`src/rtl/id_ex_pipe.sv`:
```
// -----------------------------------------------------------------------------
// id_ex_pipe
//   ID/EX pipeline register for the pipelined MIPS datapath. Registers the
//   decoder control word, operands and register addresses into EX. It also
//   detects load-use hazards and inserts a bubble on them. A taken
//   branch/jump resolved in EX squashes the ID instruction. Two saturating
//   counters count the bubbles and the flushes.
//
// Ports
//   clk_i, rst_i          clock; synchronous active-low reset
//   id_valid_i            IF/ID holds a real instruction
//   id_<ctrl>_i           decoder control bits, aluop[3:0], branchtype[1:0]
//   id_pc4/rs_data/rt_data/imm_i   32-bit PC+4, operands, sign-extended imm
//   id_rs/rt/rd_i         5-bit register addresses
//   ex_flush_i            branch/jump taken in EX this cycle
//   ex_*_o                registered copies of the id_* inputs
//   stall_o               load-use hazard this cycle (combinational)
//   pc_write_o            PC write enable      (= ~stall_o)
//   ifid_write_o          IF/ID write enable   (= ~stall_o)
//   bubble_cnt_o          saturating count of stall bubbles
//   flush_cnt_o           saturating count of flushes
// -----------------------------------------------------------------------------
module id_ex_pipe #(
    parameter int CNT_W = 16
) (
    input  logic             clk_i,
    input  logic             rst_i,
    input  logic             id_valid_i,
    input  logic             id_regwrite_i,
    input  logic             id_alusrc_i,
    input  logic             id_regdst_i,
    input  logic             id_branch_i,
    input  logic             id_memtoreg_i,
    input  logic             id_jump_i,
    input  logic             id_memread_i,
    input  logic             id_memwrite_i,
    input  logic             id_cjal_i,
    input  logic [3:0]       id_aluop_i,
    input  logic [1:0]       id_branchtype_i,
    input  logic [31:0]      id_pc4_i,
    input  logic [31:0]      id_rs_data_i,
    input  logic [31:0]      id_rt_data_i,
    input  logic [31:0]      id_imm_i,
    input  logic [4:0]       id_rs_i,
    input  logic [4:0]       id_rt_i,
    input  logic [4:0]       id_rd_i,
    input  logic             ex_flush_i,
    output logic             ex_valid_o,
    output logic             ex_regwrite_o,
    output logic             ex_alusrc_o,
    output logic             ex_regdst_o,
    output logic             ex_branch_o,
    output logic             ex_memtoreg_o,
    output logic             ex_jump_o,
    output logic             ex_memread_o,
    output logic             ex_memwrite_o,
    output logic             ex_cjal_o,
    output logic [3:0]       ex_aluop_o,
    output logic [1:0]       ex_branchtype_o,
    output logic [31:0]      ex_pc4_o,
    output logic [31:0]      ex_rs_data_o,
    output logic [31:0]      ex_rt_data_o,
    output logic [31:0]      ex_imm_o,
    output logic [4:0]       ex_rs_o,
    output logic [4:0]       ex_rt_o,
    output logic [4:0]       ex_rd_o,
    output logic             stall_o,
    output logic             pc_write_o,
    output logic             ifid_write_o,
    output logic [CNT_W-1:0] bubble_cnt_o,
    output logic [CNT_W-1:0] flush_cnt_o
);

    typedef struct packed {
        logic        valid;
        logic        regwrite;
        logic        alusrc;
        logic        regdst;
        logic        branch;
        logic        memtoreg;
        logic        jump;
        logic        memread;
        logic        memwrite;
        logic        cjal;
        logic [3:0]  aluop;
        logic [1:0]  branchtype;
        logic [31:0] pc4;
        logic [31:0] rs_data;
        logic [31:0] rt_data;
        logic [31:0] imm;
        logic [4:0]  rs;
        logic [4:0]  rt;
        logic [4:0]  rd;
    } ex_t;

    localparam logic [CNT_W-1:0] CNT_MAX = '1;

    ex_t  ex_q;
    ex_t  ex_d;
    logic uses_rt;
    logic hazard;
    logic load_id;

    // rt is a source unless the immediate replaces it. Stores and branches
    // still read it even though alusrc may be set.
    assign uses_rt = ~id_alusrc_i | id_memwrite_i | id_branch_i;

    assign hazard = ex_q.valid & ex_q.memread & (ex_q.rt != 5'd0) & id_valid_i &
                    ((ex_q.rt == id_rs_i) | (uses_rt & (ex_q.rt == id_rt_i)));

    // A flush squashes the dependent instruction, so it never needs to wait.
    assign stall_o      = hazard & ~ex_flush_i;
    assign pc_write_o   = ~stall_o;
    assign ifid_write_o = ~stall_o;

    // Only a real, unsquashed, unstalled instruction is loaded into EX.
    // Every other case loads an all-zero bubble.
    assign load_id = id_valid_i & ~ex_flush_i & ~stall_o;

    // NOTE: ex_d gets its default before any branch. If a branch leaves it
    // unassigned, always_comb would need a latch to hold the old value.
    always_comb begin
        ex_d = '0;
        if (load_id) begin
            ex_d.valid      = 1'b1;
            ex_d.regwrite   = id_regwrite_i;
            ex_d.alusrc     = id_alusrc_i;
            ex_d.regdst     = id_regdst_i;
            ex_d.branch     = id_branch_i;
            ex_d.memtoreg   = id_memtoreg_i;
            ex_d.jump       = id_jump_i;
            ex_d.memread    = id_memread_i;
            ex_d.memwrite   = id_memwrite_i;
            ex_d.cjal       = id_cjal_i;
            ex_d.aluop      = id_aluop_i;
            ex_d.branchtype = id_branchtype_i;
            ex_d.pc4        = id_pc4_i;
            ex_d.rs_data    = id_rs_data_i;
            ex_d.rt_data    = id_rt_data_i;
            ex_d.imm        = id_imm_i;
            ex_d.rs         = id_rs_i;
            ex_d.rt         = id_rt_i;
            ex_d.rd         = id_rd_i;
        end
    end

    // NOTE: state uses non-blocking assignments. Every flop then samples
    // values from before the edge, whatever order the blocks evaluate in.
    always_ff @(posedge clk_i) begin
        if (!rst_i) begin
            ex_q         <= '0;
            bubble_cnt_o <= '0;
            flush_cnt_o  <= '0;
        end else begin
            ex_q <= ex_d;
            if (ex_flush_i) begin
                if (flush_cnt_o != CNT_MAX) flush_cnt_o <= flush_cnt_o + CNT_W'(1);
            end else if (stall_o) begin
                if (bubble_cnt_o != CNT_MAX) bubble_cnt_o <= bubble_cnt_o + CNT_W'(1);
            end
        end
    end

    assign ex_valid_o      = ex_q.valid;
    assign ex_regwrite_o   = ex_q.regwrite;
    assign ex_alusrc_o     = ex_q.alusrc;
    assign ex_regdst_o     = ex_q.regdst;
    assign ex_branch_o     = ex_q.branch;
    assign ex_memtoreg_o   = ex_q.memtoreg;
    assign ex_jump_o       = ex_q.jump;
    assign ex_memread_o    = ex_q.memread;
    assign ex_memwrite_o   = ex_q.memwrite;
    assign ex_cjal_o       = ex_q.cjal;
    assign ex_aluop_o      = ex_q.aluop;
    assign ex_branchtype_o = ex_q.branchtype;
    assign ex_pc4_o        = ex_q.pc4;
    assign ex_rs_data_o    = ex_q.rs_data;
    assign ex_rt_data_o    = ex_q.rt_data;
    assign ex_imm_o        = ex_q.imm;
    assign ex_rs_o         = ex_q.rs;
    assign ex_rt_o         = ex_q.rt;
    assign ex_rd_o         = ex_q.rd;

endmodule

```
`config.mk`:
```
export PLATFORM = sky130hd
export DESIGN_NAME = id_ex_pipe
export DESIGN_NICKNAME = d
export VERILOG_FILES = /design/src/rtl/id_ex_pipe.sv
export SDC_FILE = /design/constraint.sdc
export NUM_CORES = 1
export LEC_CHECK = 0
export ABC_AREA = 1
export CORE_AREA = 2 2 140 142
export DETAILED_ROUTE_END_ITERATION = 10
export DIE_AREA = 0 0 142 144
export HOLD_SLACK_MARGIN = 0.12
export PLACE_DENSITY = 0.72
export SYNTH_ARGS = -nofsm -noshare
export SYNTH_HDL_FRONTEND = slang
export SYNTH_SLANG_ARGS = --single-unit
export TNS_END_PERCENT = 1
```
`constraint.sdc`:
```
create_clock -name clk_i -period 2.25 [get_ports clk_i]
set_input_delay 0.3375 -clock clk_i [delete_from_list [all_inputs] [get_ports clk_i]]
set_output_delay 0.3375 -clock clk_i [all_outputs]
set_load 0.02 [all_outputs]
```
==> impl_metrics.env <==
export IMPL_run_status="finished, final reports clean"
export IMPL_grt_first_pass_wirelength_um=29400
export IMPL_path_class="primary input to primary output"
export IMPL_min_from="id_pc4_i[15]"
export IMPL_yosys_area_top_type_share=0.596
export IMPL_ctsResizeCount=12
export IMPL_setup_viol=0
export IMPL_die_w_um=142
export IMPL_arrival_ns=1.74
export IMPL_ant_nets=0
export IMPL_ir_drop_mv=0.487
export IMPL_cp_required_ns=1.91
export IMPL_track_usage=0.187
export IMPL_fill_cells=1710
export IMPL_wl_per_cell_um=13.4
export IMPL_ios=356
export IMPL_num_antenna_cells=0
export IMPL_period_share=0.922
export IMPL_cp_max_fo=6
export IMPL_synth_cell_types=25
export IMPL_rows=51
export IMPL_die_area_mm2=0.0204
export IMPL_clock_latency_ns=0.42
export IMPL_ys_warn_count=0
export IMPL_synth_largest_area_cell="dfxtp_1"
export IMPL_worstMarginPinSlew_ns=0.420
export IMPL_numCtsBuffers=17
export IMPL_cts_tree="built"
export IMPL_fmax_mhz=482
export IMPL_syn2layout_area_growth_pct=70.9
export IMPL_finalHoldViolCount=0
export IMPL_hold_path_depth=3
export IMPL_antenna_found_initial=1
export IMPL_dr_pass1_iters=4
export IMPL_nNetsFinal=1359
export IMPL_initial_utilization=0.336
export IMPL_drive_above_1_share=0.0638
export IMPL_grt_pass1_vias=5793
export IMPL_rsz0062_at_grt="false"
export IMPL_dp_hpwl_um=15200
export IMPL_port_buffers=355
export IMPL_overflow=0
export IMPL_fin_skew_ns=0.0123
export IMPL_clkSinkCount=191
export IMPL_cp_start_kind="primary input"
export IMPL_dp_worst_setup_slack_ns=-0.358
export IMPL_chipHeight_um=144
export IMPL_synth_area_mm2=0.00642
export IMPL_max_cap_violations=0
export IMPL_layout_setup_ws_ns=0.176
export IMPL_synth_cells=817
export IMPL_reg2reg_from="bubble_cnt_o[0]"
export IMPL_avgSynthCellArea_um2=7.85
export IMPL_post_cts_setup_buffers=0
export IMPL_clock_path_buffers=2
export IMPL_worstReg2RegEnd="bubble_cnt_o[8]"
export IMPL_hp_class="primary input to flip-flop"
export IMPL_grt_max_degree=68
export IMPL_reg2regPathDepth=10
export IMPL_p_leak_nw=5.05
export IMPL_ctsRootBufferMaster="clkbuf_16"
export IMPL_dp_cells=1414
export IMPL_wirelength_um=19400
export IMPL_holdPathEnd="ex_pc4_o[15]"
export IMPL_ctsHoldBuffers=0
export IMPL_vias_per_cell=4.15
export IMPL_synth_seq_cells=191
export IMPL_via_count=5990
export IMPL_slew_violations=0
export IMPL_path_clk_slew_ns=0.08
export IMPL_cts_max_level=4
export IMPL_critPathCaptureType="primary output"
export IMPL_relSlewSlack=0.719
export IMPL_finalWorstPathRequiredPeriod_ns=2.07
export IMPL_seq_area_frac_synth=0.596
export IMPL_final_cell_count_no_fill=1445
export IMPL_core_area_mm2=0.0191
export IMPL_gp_congestion=0.855
export IMPL_syn_num_nets=981
export IMPL_yosys_top_cells_area="dfxtp_1 60%, nor2_1 12%, inv_1 12%"
export IMPL_power_density_mw_per_mm2=654
export IMPL_rrSetupSlack_ns=0.34
export IMPL_drc=0
export IMPL_dr_first_iter_drc_count=187
[registers in the layout, indices dropped and copies added (netlist names), 2 cells and up]
signal and flops:
ex_rt_data_o 32, ex_rs_o 5, ex_branchtype_o 2, ex_pc4_o 32
ex_imm_o 32, flush_cnt_o 16, ex_rs_data_o 32, ex_rt_o 5
bubble_cnt_o 16, ex_aluop_o 4, ex_rd_o 5
[cells in the final DEF (no fill, tap or decap), types with 3 or more instances in the layout]
| cell type | count |
|---|---|
| a21oi_1 | 11 |
| buf_12 | 5 |
| buf_4 | 24 |
| clkbuf_16 | 17 |
| clkdlybuf4s50_1 | 352 |
| clkinv_4 | 3 |
| clkinv_8 | 3 |
| dfxtp_1 | 188 |
| dfxtp_2 | 3 |
| inv_1 | 210 |
| inv_2 | 5 |
| inv_8 | 4 |
| nand2_1 | 89 |
| nand3_1 | 16 |
| nand4_1 | 18 |
| nor2_1 | 211 |
| nor3_1 | 10 |
| o21ai_0 | 14 |
| xor2_1 | 3 |
[worst max-delay path: stages]
cell,delay (ns)
clkdlybuf4s50_1,0.50
inv_1,0.06
nand2_1,0.05
nand2_1,0.05
nor2_1,0.12
nand3_1,0.12
nand2_2,0.12
nand2_2,0.07
inv_2,0.12
buf_2,0.18
[through the flow]
step / area [um^2] / power [mW] / setup TNS [ns] / utilization / hold slack (ns)
after floorplan: 6420 / 3.82 / 0 / - / 0.450
after global placement: 10400 / 4.32 / -0.794 / 0.545 / 0.473
after detailed placement: 10400 / 4.33 / -0.911 / 0.545 / 0.483
after CTS: 11000 / 7.27 / 0 / 0.576 / 0.402
after global routing: 11000 / 7.46 / 0 / 0.575 / 0.409
final: 11000 / 7.17 / 0 / 0.575 / 0.424
[logic make-up (layout without fill, tap and decap cells)]
logic type / count (synthesis) / after routing / share of synthesized area
buffers and inverters: 240 / 630 / 0.150
XOR/XNOR: 4 / 4 / 0.00546
adder cells (fa/ha/maj): 2 / 2 / 0.00390
AND/OR/NAND/NOR: 354 / 354 / 0.224
flip-flops: 191 / 191 / 0.596
AO/OA/AOI/OAI: 26 / 26 / 0.0207
[cell usage after synthesis]
cell type  instances
buf_2              6
or2_2              1
nand2_1           90
clkbuf_1           3
dfxtp_1          191
nand4_1           18
ha_1               2
nor3_1            10
nor4_1             2
inv_2              4
inv_1            211
nand3b_1           1
xor2_1             3
nand3_1           16
a21oi_1           11
nor3_2             1
nand2_2            1
nor3b_1            1
nand3_2            1
buf_1              1
o21bai_1           1
xnor2_1            1
buf_4             15
nor2_1           212
o21ai_0           14
[final cells by class]
class	instances	area [um^2]	share of cell area
Sequential cell	191	3830	0.349
Timing Repair Buffer	384	3820	0.348
Multi-Input combinational cell	386	1640	0.150
Inverter	215	807	0.0736
Clock buffer	17	425	0.0388
Tap cell	238	298	0.0272
Clock inverter	14	150	0.0137
[layer usage]
| layer | vias up | global-route usage | share of wire |
|---|---|---|---|
| met3 | 30 | 0.102 | 0.12 |
| met5 | - | 0 | 0.00052 |
| met4 | 2 | 0.0705 | 0.023 |
| li1 | 3098 | - | - |
| met2 | 226 | 0.326 | 0.49 |
| met1 | 2634 | 0.189 | 0.37 |
[worst max-delay path by stage]
stage                      end  depth (start not counted)        from  slack (ns)
2_1_floorplan  bubble_cnt_o[0]                         11  ex_rt_o[3]        0.59
3_3_place_gp           stall_o                         10  id_rs_i[1]       -0.32
3_5_place_dp           stall_o                         10  id_rs_i[1]       -0.36
4_1_cts             pc_write_o                         10  id_rs_i[1]        0.02
5_1_grt                stall_o                         10  id_rs_i[1]        0.08
6_report               stall_o                         10  id_rs_i[1]        0.18
[power by group]
part           internal (mW)  switching, mW  total, mW
clock                   1.48           1.44       2.92
sequential              3.46         0.0259       3.48
combinational          0.454          0.316      0.770
total                   5.39           1.78       7.17
(Power assumes the default switching activity.)
